**src/rtl/piso_serializer_pkg.sv**
```systemverilog
// piso_serializer_pkg: shared state enum and width constants for the serializer slice
package piso_serializer_pkg;
  typedef enum logic {IDLE, SHIFT} state_t;
  localparam int WORD_W = 4;
  localparam int CNT_W = 8;
endpackage

```
**src/rtl/fifo2_buf.sv**
```systemverilog
// fifo2_buf: 2-entry sync FIFO; ports clk, clr(async), push/wdata in, pop in, rdata/full/empty/count out
module fifo2_buf
  import piso_serializer_pkg::*;
#(
  parameter int W = WORD_W
) (
  input  logic         clk,
  input  logic         clr,
  input  logic         push,
  input  logic         pop,
  input  logic [W-1:0] wdata,
  output logic [W-1:0] rdata,
  output logic         full,
  output logic         empty,
  output logic [1:0]   count
);
  logic [W-1:0] mem [2];
  logic wp, rp, do_push, do_pop;
  assign do_push = push & ~full;
  assign do_pop = pop & ~empty;
  assign rdata = mem[rp];
  assign full = count == 2'd2;
  assign empty = count == 2'd0;
  always_ff @(posedge clk or posedge clr) begin
    if (clr) begin
      mem[0] <= '0;
      mem[1] <= '0;
      wp <= 1'b0;
      rp <= 1'b0;
      count <= 2'd0;
    end else begin
      if (do_push) mem[wp] <= wdata;
      if (do_push) wp <= ~wp;
      if (do_pop) rp <= ~rp;
      count <= count + {1'b0, do_push} - {1'b0, do_pop};
    end
  end
endmodule

```
**src/rtl/piso_serializer.sv**
```systemverilog
// piso_serializer: valid/ready word in (din, load, ready), serial out (dout, dout_valid, last), status busy/words_sent; clk, async clr
module piso_serializer
  import piso_serializer_pkg::*;
#(
  parameter int   WIDTH      = WORD_W,
  parameter bit   MSB_FIRST  = 1'b1,
  parameter logic IDLE_LEVEL = 1'b0
) (
  input  logic             clk,
  input  logic             clr,
  input  logic [WIDTH-1:0] din,
  input  logic             load,
  output logic             ready,
  output logic             dout,
  output logic             dout_valid,
  output logic             last,
  output logic             busy,
  output logic [CNT_W-1:0] words_sent
);
  localparam int IW = WIDTH > 1 ? $clog2(WIDTH) : 1;
  localparam logic [IW-1:0] LASTI = IW'(WIDTH - 1);
  state_t state, nxt;
  logic [WIDTH-1:0] sh, head;
  logic [IW-1:0] idx;
  logic [1:0] count;
  logic full, empty, endw, bnd, take, push, pop;
  fifo2_buf #(.W(WIDTH)) u_buf (
    .clk(clk),
    .clr(clr),
    .push(push),
    .pop(pop),
    .wdata(din),
    .rdata(head),
    .full(full),
    .empty(empty),
    .count(count)
  );
  assign ready = count != 2'd2;
  assign endw = (state == SHIFT) && (idx == LASTI);
  assign bnd = (state == IDLE) | endw;
  assign take = bnd & (~empty | (load & ready));
  assign pop = bnd & ~empty;
  // at a word boundary with an empty buffer the accepted word goes straight to the shifter
  assign push = load & ~full & ~(bnd & empty);
  assign dout = state == SHIFT ? (MSB_FIRST ? sh[WIDTH-1] : sh[0]) : IDLE_LEVEL;
  assign dout_valid = state == SHIFT;
  assign last = endw;
  assign busy = (state == SHIFT) | ~empty;
  always_comb begin
    nxt = state;
    nxt = take ? SHIFT : (endw ? IDLE : state);
  end
  always_ff @(posedge clk or posedge clr) begin
    if (clr) state <= IDLE;
    else state <= nxt;
  end
  always_ff @(posedge clk or posedge clr) begin
    if (clr) begin
      sh <= '0;
      idx <= '0;
      words_sent <= '0;
    end else begin
      if (take) sh <= empty ? din : head;
      else if (state == SHIFT) sh <= MSB_FIRST ? sh << 1 : sh >> 1;
      if (take || endw) idx <= '0;
      else if (state == SHIFT) idx <= idx + 1'b1;
      if (endw) words_sent <= words_sent + 1'b1;
    end
  end
endmodule

```
**config.mk**
```make
export PLATFORM = sky130hd
export DESIGN_NAME = piso_serializer
export DESIGN_NICKNAME = d
export VERILOG_FILES = /design/src/rtl/piso_serializer_pkg.sv /design/src/rtl/fifo2_buf.sv /design/src/rtl/piso_serializer.sv
export SDC_FILE = /design/constraint.sdc
export NUM_CORES = 1
export LEC_CHECK = 0
export ABC_CLOCK_PERIOD_IN_PS = 3600
export CORE_MARGIN = 5
export CORE_UTILIZATION = 45
export DETAILED_ROUTE_END_ITERATION = 8
export GPL_TIMING_DRIVEN = 0
export PLACE_DENSITY_LB_ADDON = 0.25
export SETUP_SLACK_MARGIN = 0.05
export SLEW_MARGIN = 20
export SYNTH_ARGS = -nofsm -noshare
export SYNTH_HDL_FRONTEND = slang
export SYNTH_SLANG_ARGS = --single-unit
export TNS_END_PERCENT = 50
```
**constraint.sdc**
```tcl
create_clock -name clk -period 3.6 [get_ports clk]
set_input_delay 0.72 -clock clk [delete_from_list [all_inputs] [get_ports clk]]
set_output_delay 0.72 -clock clk [all_outputs]
set_load 0.02 [all_outputs]
```
== Word level (Yosys, flattened, before mapping) ==
Cells that the tools add are included.

* $add $sub $neg: 4
* Order comparisons: 3
* Eq/ne operators: 3
* Mux-type cells: 14
* Bitwise gates (word level): 19
* Reduce and logical (&&, ||, !) cells: 7

{| class="wikitable"
|+ Operators by type and width
! cell !! count
|-
| $mux W4 || 7
|-
| $add A8 B1 Y8 const B || 1
|-
| $and A1 B1 Y1 || 8
|-
| $bwmux W8 || 1
|-
| $not A1 Y1 || 6
|-
| $reduce_bool A2 Y1 || 3
|-
| $demux W4 S1 || 1
|-
| $eq A2 B2 Y1 const B || 2
|-
| $ge A2 B2 Y1 const B || 2
|-
| $mux W2 || 2
|-
| $not A1 Y2 || 2
|-
| $mux W1 || 3
|-
| $or A1 B1 Y1 || 3
|-
| $add A2 B1 Y2 || 1
|-
| $add A2 B1 Y2 const B || 1
|-
| $logic_and A1 B1 Y1 || 2
|-
| $logic_not A2 Y1 || 1
|-
| $lt A2 B1 Y1 const B || 1
|-
| $ne A2 B2 Y1 const B || 1
|-
| $sub A2 B1 Y2 || 1
|-
| $logic_or A1 B1 Y1 || 1
|}

* Register bits: 27
* Input bits: 7
* Output and inout port bits: 13
* Word-level logic and storage cells: 59

== Depth between registers and ports, before layout ==
Gate-level depths: netlist of the first run.

* Word-level depth: 9
* Mapped depth: 8
* Mapped depth without buffers: 8

== Modules after synthesis ==
Synthesis of the first run repeated with hierarchy kept, for this count alone.

* Cell total of the unflattened synthesis: 111
* Area total of the unflattened synthesis: 1,381.3 um^2

{| class="wikitable"
|+ By module, submodules not included
! module !! times used !! cells each !! area an instance (um^2) !! sequential area each (um^2)
|-
| piso_serializer || 1 || 71 || 807.0 || 375.4
|-
| fifo2_buf || 1 || 40 || 574.3 || 300.3
|}

== Least setup slack after synthesis of the first run ==
Ideal clock, no wire load.

* Path type: register -> register
* Start point: register idx[0]
* End point: register u_buf.count[1]
* Library setup time: 0.124 ns
* Arrival time: 1.736 ns
* Data required time: 3.476 ns
* Slack: 1.740 ns
* Stages on the path, launching flop included: 9
* Path buffers: 0
* Clock period less this slack: 1.860 ns
* Cell sequence: dfrtp_1 > ha_1 > nor2b_1 > nor2_1 > ha_1 > inv_1 > ha_1 > xnor2_1 > xnor2_1

* Elaborated cells between the ends (all ways): 11
* Those cells by class: 2 x add/sub; 1 x eq/ne; 7 x bitwise; 1 x reduce/logical

{| class="wikitable"
|+ RTL lines
! what !! line !! text
|-
| from (decl) || piso_serializer.sv:24 || <nowiki>logic [IW-1:0] idx;</nowiki>
|-
| from (signal assigned) || piso_serializer.sv:66 || <nowiki>else if (state == SHIFT) idx <= idx + 1'b1;</nowiki>
|-
| $eq A2 B2 Y1 || piso_serializer.sv:39 || <nowiki>assign endw = (state == SHIFT) && (idx == LASTI);</nowiki>
|-
| $logic_and A1 B1 Y1 || piso_serializer.sv:39 ||
|-
| $or A1 B1 Y1 || piso_serializer.sv:40 || <nowiki>assign bnd = (state == IDLE) | endw;</nowiki>
|-
| $and A1 B1 Y1 || piso_serializer.sv:42 || <nowiki>assign pop = bnd & ~empty;</nowiki>
|-
| $and A1 B1 Y1 || fifo2_buf.sv:20 || <nowiki>assign do_pop = pop & ~empty;</nowiki>
|-
| via u_buf.do_pop || fifo2_buf.sv:18 || <nowiki>logic wp, rp, do_push, do_pop;</nowiki>
|-
| $sub A2 B1 Y2 || fifo2_buf.sv:35 || <nowiki>count <= count + {1'b0, do_push} - {1'b0, do_pop};</nowiki>
|-
| to (signal assigned) || fifo2_buf.sv:35 ||
|-
| to (decl) || fifo2_buf.sv:15 || <nowiki>output logic [1:0] count</nowiki>
|}

The timed path passes the listed nets, and every way through them passes these cells.
A chain may end at the register's enable or synchronous reset.

== Final worst setup path of the first run ==
* Start point: register idx[0]
* End point: output last

* Word-level cells in the longest chain between the ends: 2

{| class="wikitable"
|+ RTL lines
! what !! line !! text
|-
| $eq A2 B2 Y1 || piso_serializer.sv:39 ||
|-
| $logic_and A1 B1 Y1 || piso_serializer.sv:39 ||
|-
| to (decl) || piso_serializer.sv:16 || <nowiki>output logic last,</nowiki>
|}

Every way passes these cells.

==> flow_metrics.tcl, run 1 <==
set metrics [dict create \
    io_buffers 18 \
    max-cap-violations 0 \
    p_int_uw 781.5 \
    p_leak_nw 0.6884 \
    tritoncts "yes" \
    vias_per_cell 5.461 \
    clkTransAtPathRegs_ps 140 \
    diodes 0 \
    synth_edf_count 0 \
    fin_nets 148 \
    p_per_area_nw_per_um2 800.5 \
    r2r-end "u_buf.count[1]" \
    synth.cells.most_frequent "27 x dfrtp_1, 9 x nand2_1, 8 x mux2_2, 7 x xnor2_1, 6 x nor2_1" \
    grt_pass1_vias 876 \
    slew_headroom_pct 36.35 \
    drive_above_1_share_pct 13.97 \
    synthToLayoutAreaGrowth_pct 18.58 \
    num-fill-cells 256 \
    instances_no_fill 167 \
    cts_sinks 27 \
    report.final.setup_viol 0 \
    dominantRegCellSynth "dfrtp_1" \
    rr_startpoint "idx[0]" \
    synthTopCellsByArea "dfrtp_1 51%, mux2_2 6.8%, xnor2_1 4.6%" \
    ios 20 \
    hold_viol_final 0 \
    dp_cells 163 \
    worst_path_largest_cell_delay_ps 590 \
    synth_most_common_cell "dfrtp_1" \
    die_w_um 64.16 \
    seq_area_frac_synth_pct 51.18 \
    power_frac_clock_pct 10.3 \
    gr-total-overflow 0 \
    grt_max_degree 28 \
    timing.critical_path.cells "ha_1, nand2_1, inv_1, clkdlybuf4s50_1" \
    crit_path_top_delay_cell "clkdlybuf4s50_1" \
    switching_share_pct 37.63 \
    clock-root-buffer "clkbuf_4" \
    skew_ps 1.635 \
    cts_resized 0 \
    synth_area_um2 1320 \
    hold_ws_ps 480.5 \
    rsz0062_at_grt "no" \
    wirelength_mm 2.382 \
    place_congestion 0.7958 \
    worstSetupStartpoint "idx[0]" \
    synth_top_cell_by_area "dfrtp_1" \
    vias 912 \
    synth.avg_cell_area_um2 11.58 \
    fp.dieArea_um2 4117 \
    ys_ff_latch 27 \
    synth_top_area_share_pct 51.18 \
    hold_class "flop to flop" \
    peakVddDrop_mv 0.5426 \
    max_slew.worst_pin.slew_ps 948.9 \
    finalCritPeriodShare_pct 72.57 \
    rows 19 \
    firstDrtPassIters 5 \
    antenna_left 0 \
    rrSetupSlack_ps 1490 \
    ys_warn_count 0 \
    power.switching_uw 471.6 \
    fmax_mhz 382.8 \
    die_y_um 64.16 \
    post_cts_buffers 0 \
    path_max_fanout 7 \
    async_reset_ff_share_pct 100.0 \
    comb_power_share_pct 48.4 \
    grt_pass1_wl_mm 4.112 \
    crit_end "last" \
    drv_slew 0 \
    initial_core_util_pct 47.46 \
    drtIter0Drc 26 \
    hpwlAfterDp_mm 1.809 \
    pwr-share-seq_pct 41.2 \
    h-tree-depth 1 \
    hold_buffers 0 \
    worst_r2r_path_depth 8 \
    antenna_found_initial 0 \
    finalSetupTns_ps 0 \
    drc 0 \
    insertion_delay_ps 320 \
    worstPathRequired_ps 2880 \
    fin_crit_ps 2613 \
    wl_per_cell_um 14.26 \
    numCtsBuffers 3 \
    status "completed" \
    synth_nets 125 \
    syn-instance-count 114 \
    crit_path_end_kind "output pin" \
    cts_buffer_depth 2 \
    critical_path_class "flop to output pin" \
    core_um2 2781 \
    yosysUniqueCellTypes 32 \
    gr-usage-all-layers_pct 12.40 \
    cp-start-kind "flop" \
    cp.arrival_ps 1890 \
]
per-stage QoR:
stage	util, %	instance area [um^2]	setup slack [ps]	total power [mW]
finish	56.28	1565	987.4	1.253
global route	56.28	1565	885.9	1.353
CTS	56.28	1565	969.7	1.271
detailed placement	55.33	1539	1350	1.142
global placement	55.33	1539	1365	1.111
floorplan	-	1320	1740	0.9553
how the worst min path moves through the flow:
stage | start | endpoint | slack [ps] | cells after the start
final | words_sent[7] | words_sent[7] | 480 | 1
after global routing | idx[0] | idx[0] | 500 | 1
after CTS | words_sent[7] | words_sent[7] | 490 | 1
after detailed placement | words_sent[7] | words_sent[7] | 460 | 1
after global placement | words_sent[7] | words_sent[7] | 460 | 1
after floorplan | idx[0] | idx[0] | 460 | 1
cells by family (layout without fill, tap and decap cells):
kind of cell               Yosys count  in the layout  share of synthesized area (%)
AOI/OAI and AO/OA                   13             13                          8.057
xor gates and xnor gates            11             11                          7.298
adders and majority gates            4              4                          3.792
buffers and inverters               10             32                          3.128
DFF                                 27             27                          51.18
muxes                               14             14                          11.75
and+or+nand+nor                     35             35                          14.79
worst max-delay path, delay by kind of cell (launching register included):
kind / cells / cell delay (ps)
DFF: 1 / 390
buffers and inverters: 2 / 670
and+or+nand+nor: 1 / 170
adders and majority gates: 1 / 340
placed cells by master, fill, tap and decap left out, types with 3 or more instances in the layout:
cell type and count:
a31oi_1 3, buf_2 3, clkbuf_1 3, clkbuf_4 3
clkdlybuf4s50_1 18, dfrtp_1 27, ha_1 4, inv_1 4
mux2_1 4, mux2_2 8, nand2_1 9, nand3_1 4
nand4_1 4, nor2_1 6, nor2b_1 3, o22ai_1 3
xnor2_1 7, xor2_1 4
flip-flops by register name (all words and copies together), names as in the netlist:
signal       cells
u_buf.mem        8
u_buf.rp         1
sh               4
idx              2
u_buf.count      2
u_buf.wp         1
words_sent       8
dout_valid       1
layout make-up:
cell class,count,area [um^2],share of cell area [%]
Timing Repair Buffer,18,180.2,11.51
Clock buffer,4,26.28,1.679
Multi-Input combinational cell,77,603.1,38.53
Inverter,5,18.77,1.199
Sequential cell,27,675.6,43.17
Tap cell,31,38.79,2.478
Buffer,5,22.52,1.439
layer usage:
metal / up-vias / track usage [%] / wire length, um
met5: - / 0 / 0
met3: 4 / 3.152 / 110
met4: 0 / 3.053 / 28
met2: 17 / 22.11 / 1220
met1: 446 / 14.84 / 1022
li1: 445 / - / -
power by group through the flow:
stage               combinational (mW)  sequential, mW  clock (mW)
floorplan                        0.415           0.540           0
global placement                 0.596           0.515           0
detailed placement               0.617           0.525           0
CTS                              0.619           0.517       0.135
global route                     0.665           0.540       0.148
finish                           0.607           0.516       0.130
Note: power is estimated with default switching activity, not from simulation.
==> run 2, diff against run 1 <==
--- a/config.mk
+++ b/config.mk
@@ -5,7 +5,7 @@
 export SDC_FILE = /design/constraint.sdc
 export NUM_CORES = 1
 export LEC_CHECK = 0
-export ABC_CLOCK_PERIOD_IN_PS = 3600
+export ABC_CLOCK_PERIOD_IN_PS = 2700
 export CORE_MARGIN = 5
 export CORE_UTILIZATION = 45
 export DETAILED_ROUTE_END_ITERATION = 8
==> constraint.sdc (replaced) <==
create_clock -name clk -period 2.7 [get_ports clk]
set_input_delay 0.54 -clock clk [delete_from_list [all_inputs] [get_ports clk]]
set_output_delay 0.54 -clock clk [all_outputs]
set_load 0.02 [all_outputs]
==> results of run 2 <==
Same layout as run 1 (identical final DEF). Status: completed.
Among the figures that moved: setup slack after placement 1350 ps -> 590.6 ps; setup slack after layout 987.4 ps -> 267.4 ps; register-to-register setup slack 1490 ps -> 590 ps; total power 1.253 mW -> 1.671 mW; worst IR drop on VDD 0.5426 mV -> 0.7235 mV
==> run 3, diff against run 2 <==
--- a/config.mk
+++ b/config.mk
@@ -5,7 +5,7 @@
 export SDC_FILE = /design/constraint.sdc
 export NUM_CORES = 1
 export LEC_CHECK = 0
-export ABC_CLOCK_PERIOD_IN_PS = 2700
+export ABC_CLOCK_PERIOD_IN_PS = 2900
 export CORE_MARGIN = 5
 export CORE_UTILIZATION = 45
 export DETAILED_ROUTE_END_ITERATION = 8
==> constraint.sdc (replaced) <==
create_clock -name clk -period 2.9 [get_ports clk]
set_input_delay 0.58 -clock clk [delete_from_list [all_inputs] [get_ports clk]]
set_output_delay 0.58 -clock clk [all_outputs]
set_load 0.02 [all_outputs]
==> results of run 3 <==
Same layout as run 1 (identical final DEF). Status: completed.
Among the figures that moved: setup slack after placement 1350 ps -> 790.4 ps; setup slack after layout 987.4 ps -> 427.4 ps; register-to-register setup slack 1490 ps -> 790 ps; total power 1.253 mW -> 1.556 mW; worst IR drop on VDD 0.5426 mV -> 0.6736 mV
